$ cat src/rtl/shift_register_universal_type_d_pkg.sv
// Shared definitions for the universal shift register: mode encodings.
package shift_register_universal_type_d_pkg;

  typedef enum logic [1:0] {
    ModeHold = 2'b00,
    ModeShr  = 2'b01,
    ModeShl  = 2'b10,
    ModeLoad = 2'b11
  } mode_e;

endpackage

$ cat src/rtl/shift_register_universal_type_d_dff.sv
// One-bit D flip-flop with enable, asynchronous active-low reset and a reset value.
module shift_register_universal_type_d_dff #(
  parameter logic RESET_VAL = 1'b0
) (
  input  logic clk,
  input  logic reset_L,
  input  logic en,
  input  logic d,
  output logic q
);

  always_ff @(posedge clk or negedge reset_L) begin
    if (!reset_L) begin
      q <= RESET_VAL;
    end else if (en) begin
      q <= d;
    end
  end

endmodule

$ cat src/rtl/shift_register_universal_type_d.sv
// WIDTH-bit universal shift register: hold, shift right/left (optional rotate), parallel load,
// synchronous clear and a registered serial output.
module shift_register_universal_type_d
  import shift_register_universal_type_d_pkg::*;
#(
  parameter int unsigned      WIDTH     = 8,
  parameter logic [WIDTH-1:0] RESET_VAL = '0
) (
  input  logic             clk,
  input  logic             reset_L,
  input  logic             enable,
  input  logic             clear,
  input  logic [1:0]       mode,
  input  logic             rotate,
  input  logic             serial_r,
  input  logic             serial_l,
  input  logic [WIDTH-1:0] D,
  output logic [WIDTH-1:0] Q,
  output logic             serial_out
);

  logic [WIDTH-1:0] q_vec;
  logic [WIDTH-1:0] d_vec;
  logic [WIDTH-1:0] shr_vec;
  logic [WIDTH-1:0] shl_vec;
  logic             shr_in;
  logic             shl_in;
  logic             so_q;
  logic             so_nxt;
  logic             so_d;
  logic             upd_en;

  // Clear must win even when enable is low, so it also opens the flop enables.
  assign upd_en  = enable | clear;
  assign shr_in  = rotate ? q_vec[0] : serial_r;
  assign shl_in  = rotate ? q_vec[WIDTH-1] : serial_l;
  assign shr_vec = {shr_in, q_vec[WIDTH-1:1]};
  assign shl_vec = {q_vec[WIDTH-2:0], shl_in};

  for (genvar i = 0; i < WIDTH; i++) begin : g_stage
    logic nxt;

    always_comb begin
      nxt = q_vec[i];
      case (mode_e'(mode))
        ModeHold: nxt = q_vec[i];
        ModeShr:  nxt = shr_vec[i];
        ModeShl:  nxt = shl_vec[i];
        ModeLoad: nxt = D[i];
        default:  nxt = q_vec[i];
      endcase
    end

    assign d_vec[i] = clear ? RESET_VAL[i] : nxt;

    shift_register_universal_type_d_dff #(
      .RESET_VAL(RESET_VAL[i])
    ) u_stage (
      .clk    (clk),
      .reset_L(reset_L),
      .en     (upd_en),
      .d      (d_vec[i]),
      .q      (q_vec[i])
    );
  end

  always_comb begin
    so_nxt = so_q;
    case (mode_e'(mode))
      ModeShr: so_nxt = q_vec[0];
      ModeShl: so_nxt = q_vec[WIDTH-1];
      default: so_nxt = so_q;
    endcase
  end

  assign so_d = clear ? 1'b0 : so_nxt;

  shift_register_universal_type_d_dff #(
    .RESET_VAL(1'b0)
  ) u_serial_out (
    .clk    (clk),
    .reset_L(reset_L),
    .en     (upd_en),
    .d      (so_d),
    .q      (so_q)
  );

  assign Q          = q_vec;
  assign serial_out = so_q;

endmodule

$ cat config.mk
export PLATFORM = sky130hd
export DESIGN_NAME = shift_register_universal_type_d
export DESIGN_NICKNAME = d
export VERILOG_FILES = /design/src/rtl/shift_register_universal_type_d_pkg.sv /design/src/rtl/shift_register_universal_type_d_dff.sv /design/src/rtl/shift_register_universal_type_d.sv
export SDC_FILE = /design/constraint.sdc
export NUM_CORES = 1
export LEC_CHECK = 0
export ABC_AREA = 1
export BUFFER_PORTS_ARGS = -buffer_cell sky130_fd_sc_hd__buf_2
export CORE_MARGIN = 8
export CORE_UTILIZATION = 42
export CTS_BUF_LIST = sky130_fd_sc_hd__clkbuf_16
export CTS_CLUSTER_DIAMETER = 40
export DETAILED_ROUTE_END_ITERATION = 8
export PLACE_DENSITY = 0.73
export REMOVE_ABC_BUFFERS = 1
export SYNTH_ARGS = -nofsm -noshare
export SYNTH_HDL_FRONTEND = slang
export SYNTH_SLANG_ARGS = --single-unit
$ cat constraint.sdc
create_clock -name clk -period 0.8 [get_ports clk]
set_input_delay 0 -clock clk [delete_from_list [all_inputs] [get_ports clk]]
set_output_delay 0 -clock clk [all_outputs]
set_load 0.01 [all_outputs]
# After elaboration in Yosys (flattened, before gate mapping)
# Index checks and enable logic that the tools add are counted.
# word_totals
reg_bits	9
latchBits	0
mem_bits_rw	0
rom_bits	0
in_bits	17
out_inout_bits	9
n_memories	0
# classes
n_addsub	0
multipliers	0
div	0
magnitude_cmp	0
eq_ne	4
shift	0
muxes	20
n_bitwise	1
n_reduce_logical	4
# op_table
operator	count
1-bit case mux with 3 select lines	8
1-bit two-way mux	11
2-bit equality test (second input constant)	2
2-bit AND reduction	2
3-bit nonzero test	1
2-bit by 1-bit equality test with 1-bit output (second input constant)	1
2-bit zero test	1
2-bit != test (second input constant)	1
1-bit case mux with 2 select lines	1
1-bit bitwise OR	1

# Depth between registers and ports, before layout
# Gate-level depths: netlist of the first run.
# depth
ltp_word	3
mapped_depth	7
ltp_nobuf	7

# Modules after synthesis
# From an unflattened synthesis of the first run, not the netlist that was laid out.
# unflattened
hier_cells	131
area_unflattened_um2	768.2
# modules_own_cells
mod	n_inst	cells_each	area_each_um2
shift_register_universal_type_d	1	86	407.9
shift_register_universal_type_d_dff	9	5	40.0

# Worst setup path after synthesis of the first run
# Ideal clock, no wire load.
# synth_path
kind	reg-to-reg
from	register g_stage[0].u_stage.q
to	register g_stage[7].u_stage.q
setup_time_ns	0.116
arrival_time_ns	0.680
required_time_ns	0.684
setup_slack_ns	0.003
path_stages_with_launch	7
n_path_buf	0
period_less_slack_ns	0.797
path_cell_list	dfrtp_1 -> inv_1 -> nand2_1 -> nand3_1 -> nand2_1 -> nand2_1 -> nand2_1
# synth_between
elab_chain_len	3
# synth_rtl
element	line_no	source
start, declared	shift_register_universal_type_d_dff.sv:9	output logic q
start signal, assigned	shift_register_universal_type_d_dff.sv:14	q <= RESET_VAL;
start signal, assigned	shift_register_universal_type_d_dff.sv:16	q <= d;
1-bit two-way mux	shift_register_universal_type_d.sv:35	assign shr_in = rotate ? q_vec[0] : serial_r;
1-bit case mux with 3 select lines	shift_register_universal_type_d.sv:45	case (mode_e'(mode))
1-bit two-way mux	shift_register_universal_type_d.sv:54	assign d_vec[i] = clear ? RESET_VAL[i] : nxt;
end signal, assigned	shift_register_universal_type_d_dff.sv:14	
end signal, assigned	shift_register_universal_type_d_dff.sv:16	
end, declared	shift_register_universal_type_d_dff.sv:9	
# No other way between the ends.
# A chain may end at the register's enable or synchronous reset.

# Worst setup path in the final report of the first run
# Ends and elaborated chain as after synthesis.

==> impl_metrics.ini, run 1 <==
[status]
status = finished, violations left
violations = setup timing

[yosys]
synth_top_area_share_pct = 33.40
synthCells = 111
syn_area_um2 = 674.4
post_synth.cell_area_avg_um2 = 6.076
yosysSeqAreaShare_pct = 33.40
synth_area_leaders = dfrtp_1 (33%), nand2_1 (33%), nand3_1 (8.9%)
yosys_warnings = 0
yosys.area.top_type = dfrtp_1
yosysUniqueCellTypes = 12
ys_ff_latch = 9

[sta]
slew_headroom_pct = 85.65
finalSetupTns_ns = -0.2064
setup_viol = 5
finalCritPeriodShare_pct = 107.0
drv_slew = 0
tightestPinTransition_ns = 0.2152
fin_hold_ws_ns = 0.07469
setup_ws_ns = -0.05611
fmax_mhz = 1168
rsz0062_at_grt = true
hold_violations = 0
period_needed_ns = 0.8561
finalClockSkew_ns = 0.0004718

[cts]
path_clk_slew_ns = 0.04
cts_tree = built
clk_path_buf_depth = 2
cts_buffers = 3
htree_levels = 1
clk_latency_ns = 0.23
clock_sinks = 9
root_buffer = clkbuf_16

[setup_path]
cp.required_ns = 0.92
startpoint_type = register
r2r-start = g_stage[0].u_stage.q$_DFFE_PN0P_
arrival_ns = 0.98
cp_max_fo = 3
r2r_setup_slack_ns = -0.06
worstReg2RegEnd = g_stage[7].u_stage.q$_DFFE_PN0P_
cp-end-kind = register
worstRegToRegCells = 6
worstSetupPathType = register to register

[detailed_routing]
ant_nets = 0
vias = 712
drc_errors = 0
vias_per_cell = 4.684
post_drt_wl_per_cell_um = 11.37
firstDrtPassIters = 4
wl_um = 1728
drt_iter0_drc = 16

[grt]
grt_max_degree = 10
grt_usage_pct = 11.33
overflow = 0
grt_pass1_vias = 679
grt_pass1_wl_um = 3015
antenna_found_initial = 0

[flow_run]
cap_violations = 0

[floorplan]
dieArea_um2 = 3144
start_util_pct = 44.77
rows = 14
die_h_um = 56.07
ios = 26
core_um2 = 1506
fp.dieW_um = 56.07

[min_path]
worstHoldPathCells = 5
hold_path.class = input pin to register
holdPathEnd = g_stage[1].u_stage.q$_DFFE_PN0P_
hold_start = D[1]

[power]
leakage_nw = 0.5538
p_per_area_nw_per_um2 = 1835
ir_worst_vdd_mv = 1.473
power_w = 0.001610

[layout]
fin_area_um2 = 877.1
diodes = 0
area_growth_pct = 30.06
nNetsFinal = 154
fin_cells = 152
drive_gt1_share_pct = 27.21

[placed_design]
place_inst = 145
io_buffer_count = 25
dpl_cell_area_um2 = 763.2
gp_congestion = 0.8247
dp_hpwl_um = 1321
## state kept, by name, indices dropped and copies added (netlist names)
register / cells
u_serial_out.q: 1
g_stage.u_stage.q: 8
## kinds of logic after synthesis
kind of cell    synth area share (%)
compound gates                0.7414
flops                          33.40
simple gates                   48.61
buf+inv                        17.25
## worst max-delay path: stages (launching register included)
cell,delay [ns]
dfrtp_1,0.40
inv_1,0.08
nand2_1,0.05
nand3_1,0.06
nand2_1,0.05
nand2_1,0.05
nand2_1,0.05
## cell usage after synthesis, drive strengths merged
cell type	instances
nand2	61
inv	12
nand3	12
buf	9
dfrtp	9
nor2	6
a21oi	1
or2	1
## worst max path at each step
stage,to,slack (ns),startpoint
finish,g_stage[7].u_stage.q$_DFFE_PN0P_,-0.06,g_stage[0].u_stage.q$_DFFE_PN0P_
CTS,g_stage[7].u_stage.q$_DFFE_PN0P_,-0.07,g_stage[0].u_stage.q$_DFFE_PN0P_
floorplan,g_stage[7].u_stage.q$_DFFE_PN0P_,-0.04,g_stage[0].u_stage.q$_DFFE_PN0P_
global placement,g_stage[7].u_stage.q$_DFFE_PN0P_,-0.06,g_stage[0].u_stage.q$_DFFE_PN0P_
detailed placement,g_stage[7].u_stage.q$_DFFE_PN0P_,-0.07,g_stage[0].u_stage.q$_DFFE_PN0P_
global route,u_serial_out.q$_DFFE_PN0P_,-0.15,g_stage[7].u_stage.q$_DFFE_PN0P_
## power breakdown
| group | total [W] | internal, W | switching (W) |
|---|---|---|---|
| Sequential | 0.000498 | 0.000478 | 0.0000205 |
| Clock | 0.000865 | 0.000652 | 0.000213 |
| Combinational | 0.000246 | 0.000105 | 0.000141 |
| Total | 0.00161 | 0.00124 | 0.000374 |
## final cells by class
type / count / area (um^2)
clock inverter: 1 / 3.754
inverter: 12 / 45.04
multi-input combinational: 81 / 332.8
sequential: 9 / 225.2
timing repair buffer: 30 / 175.2
tap: 16 / 20.02
fill: 162 / 629.4
clock buffer: 3 / 75.07
## layer usage
metal,global-route usage (%),part of all wire (%)
met1,13.99,48
met2,16.16,41
met3,5.251,8.7
met4,5.155,1.6
met5,0,0
## stage by stage
step	worst slack, ns	utilization [%]
after global placement	-0.05754	50.66
after detailed placement	-0.06791	50.66
after global routing	-0.1459	58.22
final	-0.05611	58.22
after CTS	-0.07065	57.06
after floorplan	-0.04344	-
## what timing repair did
action,4_1_cts,5_1_grt
endpoints found under the setup margin,7,15
gates cloned,0,0
gates resized for setup,0,2
endpoints found under the hold margin,9,0
buffers inserted,1,1
pin swaps,10,13
hold buffers,1,0
## placed cells by master, fill, tap and decap left out
| cell type | count |
|---|---|
| inv_1 | 10 |
| nor2_1 | 6 |
| inv_2 | 3 |
| buf_4 | 3 |
| nand2_2 | 1 |
| buf_6 | 2 |
| dlygate4sd3_1 | 1 |
| a21oi_1 | 1 |
| nand2_4 | 1 |
| nand2_1 | 59 |
| nand3_1 | 12 |
| buf_2 | 24 |
| or2_1 | 1 |
| clkbuf_16 | 3 |
| dfrtp_1 | 9 |
(Power assumes the default switching activity.)
==> inputs of run 2 (changes only) <==
- BUFFER_PORTS_ARGS: -buffer_cell sky130_fd_sc_hd__buf_2 -> -buffer_cell sky130_fd_sc_hd__buf_4
- CTS_CLUSTER_DIAMETER: 40 -> 50
==> impl_metrics.ini, run 2 (same netlist as run 1, synthesis figures left out) <==
[power]
seqPwrFrac_pct = 30.8
pwr-share-comb_pct = 17.1
intPower_w = 0.001269
leakage_nw = 0.5651
switching_share_pct = 22.21
ir_worst_vdd_mv = 1.675
p_per_area_nw_per_um2 = 1718
p_clk_share_pct = 52.1
p_sw_w = 0.0003624

[layout]
largest_reg_flops = 8
largest_register = g_stage.u_stage.q
num-fill-cells = 139
final_cell_mix = nand2_1 (59), buf_4 (21), nand3_1 (12), inv_1 (9), dfrtp_1 (8)
area_growth_pct = 40.82
diodes = 0
drive_gt1_share_pct = 28.15
nNetsFinal = 153
final_common_cell = nand2_1
reg_top3 = g_stage.u_stage.q: 8 flops, u_serial_out.q: 1 flops
fin_area_um2 = 949.7

[setup_path]
startpoint_type = register
worstRegToRegCells = 6
r2r_setup_slack_ns = -0.05
cp-end-kind = register
crit_end = g_stage[7].u_stage.q$_DFFE_PN0P_
r2r-start = g_stage[6].u_stage.q$_DFFE_PN0P_
cp.required_ns = 0.92
worstReg2RegEnd = g_stage[7].u_stage.q$_DFFE_PN0P_
worstSetupPathType = register to register
cp_max_fo = 4
cp-startpoint = g_stage[6].u_stage.q$_DFFE_PN0P_
arrival_ns = 0.96

[floorplan]
core_um2 = 1506
fp.dieW_um = 56.07
start_util_pct = 44.77
dieArea_um2 = 3144
die_h_um = 56.07
rows = 14
ios = 26

[placed_design]
io_buffer_count = 25
dpl_cell_area_um2 = 818.3
gp_congestion = 0.7891
dp_hpwl_um = 1326

[cts]
cts_buffers = 3
path_clk_slew_ns = 0.04
cts_tree = built
root_buffer = clkbuf_16
clk_latency_ns = 0.23
htree_levels = 1
clock_sinks = 9
clk_path_buf_depth = 2

[sta]
setup_viol = 5
slew_headroom_pct = 86.43
finalClockSkew_ns = 0.0002717
fmax_mhz = 1182
rsz0062_at_grt = true
finalSetupTns_ns = -0.1298
finalCritPeriodShare_pct = 105.8
setup_ws_ns = -0.04605
drv_slew = 0
tightestPinTransition_ns = 0.2033
hold_violations = 0
period_needed_ns = 0.8461

[grt]
antenna_found_initial = 0
grt_max_degree = 10
grt_pass1_wl_um = 2939
grt_pass1_vias = 673
grt_usage_pct = 10.86
overflow = 0

[flow_run]
cap_violations = 0

[detailed_routing]
post_drt_wl_per_cell_um = 11.61
drc_errors = 0
drt_iter0_drc = 22
ant_nets = 0
vias = 704
wl_um = 1753
vias_per_cell = 4.662
firstDrtPassIters = 4

[status]
violations = setup timing
status = finished, violations left

[min_path]
hold_path.class = input pin to register
==> run 2: cell types whose count changed in the layout (fill, tap and decap cells not counted), sizes merged <==
cell	delta
buf	-1
==> run 2: what timing repair did <==
action                                  in CTS  in global routing
hold buffers                                 1                  0
endpoints found under the setup margin       6                 17
endpoints found under the hold margin        9                  0
gates resized for setup                      2                  7
buffers inserted                             1                  1
pin swaps                                    7                 14
==> run 2: worst max-delay path, stage by stage (launching register included) <==
cell and delay, ns:
dfrtp_1 0.42, nand3_1 0.09, nand2_1 0.05, inv_1 0.05, nand2_1 0.05, nand2_1 0.05, nand2_1 0.04
==> run 2: cell type report <==
cell class | instances | area [um^2] | share of cell area (%)
Timing Repair Buffer | 29 | 246.5 | 25.96
Clock buffer | 3 | 75.07 | 7.905
Tap cell | 16 | 20.02 | 2.108
Multi-Input combinational cell | 81 | 332.8 | 35.05
Clock inverter | 1 | 3.754 | 0.3953
Sequential cell | 9 | 226.5 | 23.85
Inverter | 12 | 45.04 | 4.743
==> run 2: power by group through the flow <==
stage / registers [W] / logic (W) / clock network, W
after global routing: 0.000506 / 0.000310 / 0.000904
after floorplan: 0.000510 / 0.000113 / 0
final: 0.000503 / 0.000278 / 0.000850
after detailed placement: 0.000505 / 0.000262 / 0
after CTS: 0.000499 / 0.000273 / 0.000862
after global placement: 0.000503 / 0.000262 / 0
==> run 2: worst min-delay path by stage <==
stage | from | to | slack (ns) | cells after the start
after floorplan | reset_L | g_stage[0].u_stage.q$_DFFE_PN0P_ | -0.30 | 0
after global placement | reset_L | u_serial_out.q$_DFFE_PN0P_ | -0.17 | 1
after detailed placement | reset_L | g_stage[1].u_stage.q$_DFFE_PN0P_ | -0.17 | 1
after CTS | clear | u_serial_out.q$_DFFE_PN0P_ | 0.03 | 4
after global routing | clear | u_serial_out.q$_DFFE_PN0P_ | 0.06 | 4
final | clear | u_serial_out.q$_DFFE_PN0P_ | 0.03 | 4
==> run 2: per-layer routing <==
layer	global-route usage, %	share of wire [%]	vias to the layer above
met5	0	0	-
met3	4.110	8.9	2
li1	-	-	375
met2	16.32	44	27
met1	13.42	46	300
met4	4.467	0.74	0
==> run 2: metrics by stage <==
stage          total power, W  hold WS [ns]  instances  setup WS, ns  utilization (%)
6_report             0.001632       0.02958        151      -0.04605            63.04
5_1_grt              0.001719       0.05567        151       -0.1147            63.04
4_1_cts              0.001635       0.03142        150      -0.04157            60.96
3_5_place_dp        0.0007666       -0.1707        144      -0.06348            54.32
3_3_place_gp        0.0007654       -0.1680        144      -0.06222            54.32
2_1_floorplan       0.0006233       -0.2956        102      -0.04344                -
==> inputs of run 3 (changes only) <==
==> constraint.sdc (replaced) <==
create_clock -name clk -period 0.8 [get_ports clk]
set_input_delay 0 -clock clk [delete_from_list [all_inputs] [get_ports clk]]
set_output_delay 0 -clock clk [all_outputs]
set_load 0.05 [all_outputs]
==> impl_metrics.ini, run 3 (same netlist as run 1, synthesis figures left out) <==
[sta]
fin_hold_ws_ns = 0.03000
setup_viol = 11
finalCritPeriodShare_pct = 106.4
hold_violations = 0
fmax_mhz = 1175
period_needed_ns = 0.8512
slew_headroom_pct = 86.75
drv_slew = 0
rsz0062_at_grt = true
setup_ws_ns = -0.05125
tightestPinTransition_ns = 0.1986
finalSetupTns_ns = -0.2835
finalClockSkew_ns = 0.0002937

[cts]
cts_buffers = 3
root_buffer = clkbuf_16
htree_levels = 1
path_clk_slew_ns = 0.04
cts_tree = built
clock_sinks = 9
clk_path_buf_depth = 2
clk_latency_ns = 0.23

[detailed_routing]
post_drt_wl_per_cell_um = 11.46
drc_errors = 0
wl_um = 1730
firstDrtPassIters = 4
ant_nets = 0
vias_per_cell = 4.748
drt_iter0_drc = 17
vias = 717

[floorplan]
fp.dieW_um = 56.07
core_um2 = 1506
rows = 14
die_h_um = 56.07
dieArea_um2 = 3144
start_util_pct = 44.77
ios = 26

[setup_path]
cp-end-kind = register
crit_path_frequent_cell = nand2_1
cp_slowest_cell = dfrtp_2
cp_max_fo = 5
cp.required_ns = 0.92
r2r_setup_slack_ns = -0.05
cp_cell_sequence = inv_1 > nand3_1 > nand2_1 > nor2_1 > nand2_1 > nand2_1
worstSetupPathType = register to register
arrival_ns = 0.97
startpoint_type = register
cpPeakStageDelay_ns = 0.43

[power]
switching_share_pct = 25.08
p_per_area_nw_per_um2 = 1773
ir_worst_vdd_mv = 1.705
p_sw_w = 0.0004273
leakage_nw = 0.5659
p_clk_share_pct = 49.9
intPower_w = 0.001276
pwr-share-comb_pct = 20.5
seqPwrFrac_pct = 29.6

[status]
status = finished, violations left
violations = setup timing

[grt]
overflow = 0
grt_pass1_wl_um = 2932
grt_pass1_vias = 673
grt_max_degree = 10
grt_usage_pct = 10.86
antenna_found_initial = 0

[layout]
nNetsFinal = 153
regArea_um2 = 227.7
area_growth_pct = 42.49
largest_reg_flops = 8
largest_register = g_stage.u_stage.q
multi_input_area_um2 = 335.3
final_common_cell = nand2_1
fin_cells = 151
num-fill-cells = 142
final_cell_mix = nand2_1 (58), buf_4 (19), nand3_1 (12), inv_1 (9), buf_6 (9)
drive_gt1_share_pct = 29.63
fin_area_um2 = 960.9
reg_top3 = g_stage.u_stage.q: 8 flops, u_serial_out.q: 1 flops
diodes = 0

[flow_run]
cap_violations = 0

[min_path]
hold_path.class = input pin to register

[placed_design]
gp_congestion = 0.7891
io_buffer_count = 25
dpl_cell_area_um2 = 818.3
place_inst = 144
dp_hpwl_um = 1326
[run 3: cell type report]
class / count / area share (%)
clock inverter: 1 / 0.3906
timing repair buffer: 29 / 26.43
inverter: 12 / 4.687
tap: 16 / 2.083
clock buffer: 3 / 7.812
multi-input combinational: 81 / 34.90
sequential: 9 / 23.70
[run 3: routing by layer]
metal,vias up,part of all wire (%),global-route usage (%)
li1,375,-,-
met1,312,45,13.55
met2,28,45,16.16
met3,2,9.8,4.110
met4,0,0.46,4.467
met5,-,0,0
[run 3: repair_timing]
action / in CTS / in global routing
setup endpoints to repair: 11 / 18
hold endpoints to repair: 9 / 0
hold buffers: 1 / 0
resized for setup: 9 / 4
pin swaps: 8 / 16
setup buffers: 1 / 1
[run 3: final timing paths]
| kind | start | to | depth (start not counted) |
|---|---|---|---|
| setup / recovery | g_stage[7].u_stage.q$_DFFE_PN0P_ | u_serial_out.q$_DFFE_PN0P_ | 6 |
| hold / removal | clear | u_serial_out.q$_DFFE_PN0P_ | 4 |
| setup reg to reg | g_stage[7].u_stage.q$_DFFE_PN0P_ | u_serial_out.q$_DFFE_PN0P_ | 6 |
| hold reg to reg | u_serial_out.q$_DFFE_PN0P_ | u_serial_out.q$_DFFE_PN0P_ | 2 |
| max in group asynchronous | reset_L | g_stage[7].u_stage.q$_DFFE_PN0P_ | 2 |
| min in group asynchronous | reset_L | g_stage[3].u_stage.q$_DFFE_PN0P_ | 2 |
[run 3: critical path, delay by kind of cell, from the launching register on]
family / cells / cell delay (ns)
simple gates: 5 / 0.23
flops: 1 / 0.43
buf+inv: 1 / 0.06
[run 3: through the flow]
step                total power, W  worst slack [ns]  utilization, %
finish                    0.001704          -0.05125           63.79
global route              0.001792           -0.1180           63.79
CTS                       0.001711          -0.05415           62.71
detailed placement       0.0008316          -0.06348           54.32
global placement         0.0008303          -0.06222           54.32
floorplan                0.0006855           -0.2834               -
[run 3: power by group through the flow]
| stage | logic, W | clock network (W) | registers (W) |
|---|---|---|---|
| 3_3_place_gp | 0.000327 | 0 | 0.000503 |
| 6_report | 0.000349 | 0.000850 | 0.000505 |
| 2_1_floorplan | 0.000113 | 0 | 0.000573 |
| 3_5_place_dp | 0.000327 | 0 | 0.000505 |
| 4_1_cts | 0.000347 | 0.000862 | 0.000502 |
| 5_1_grt | 0.000381 | 0.000904 | 0.000508 |
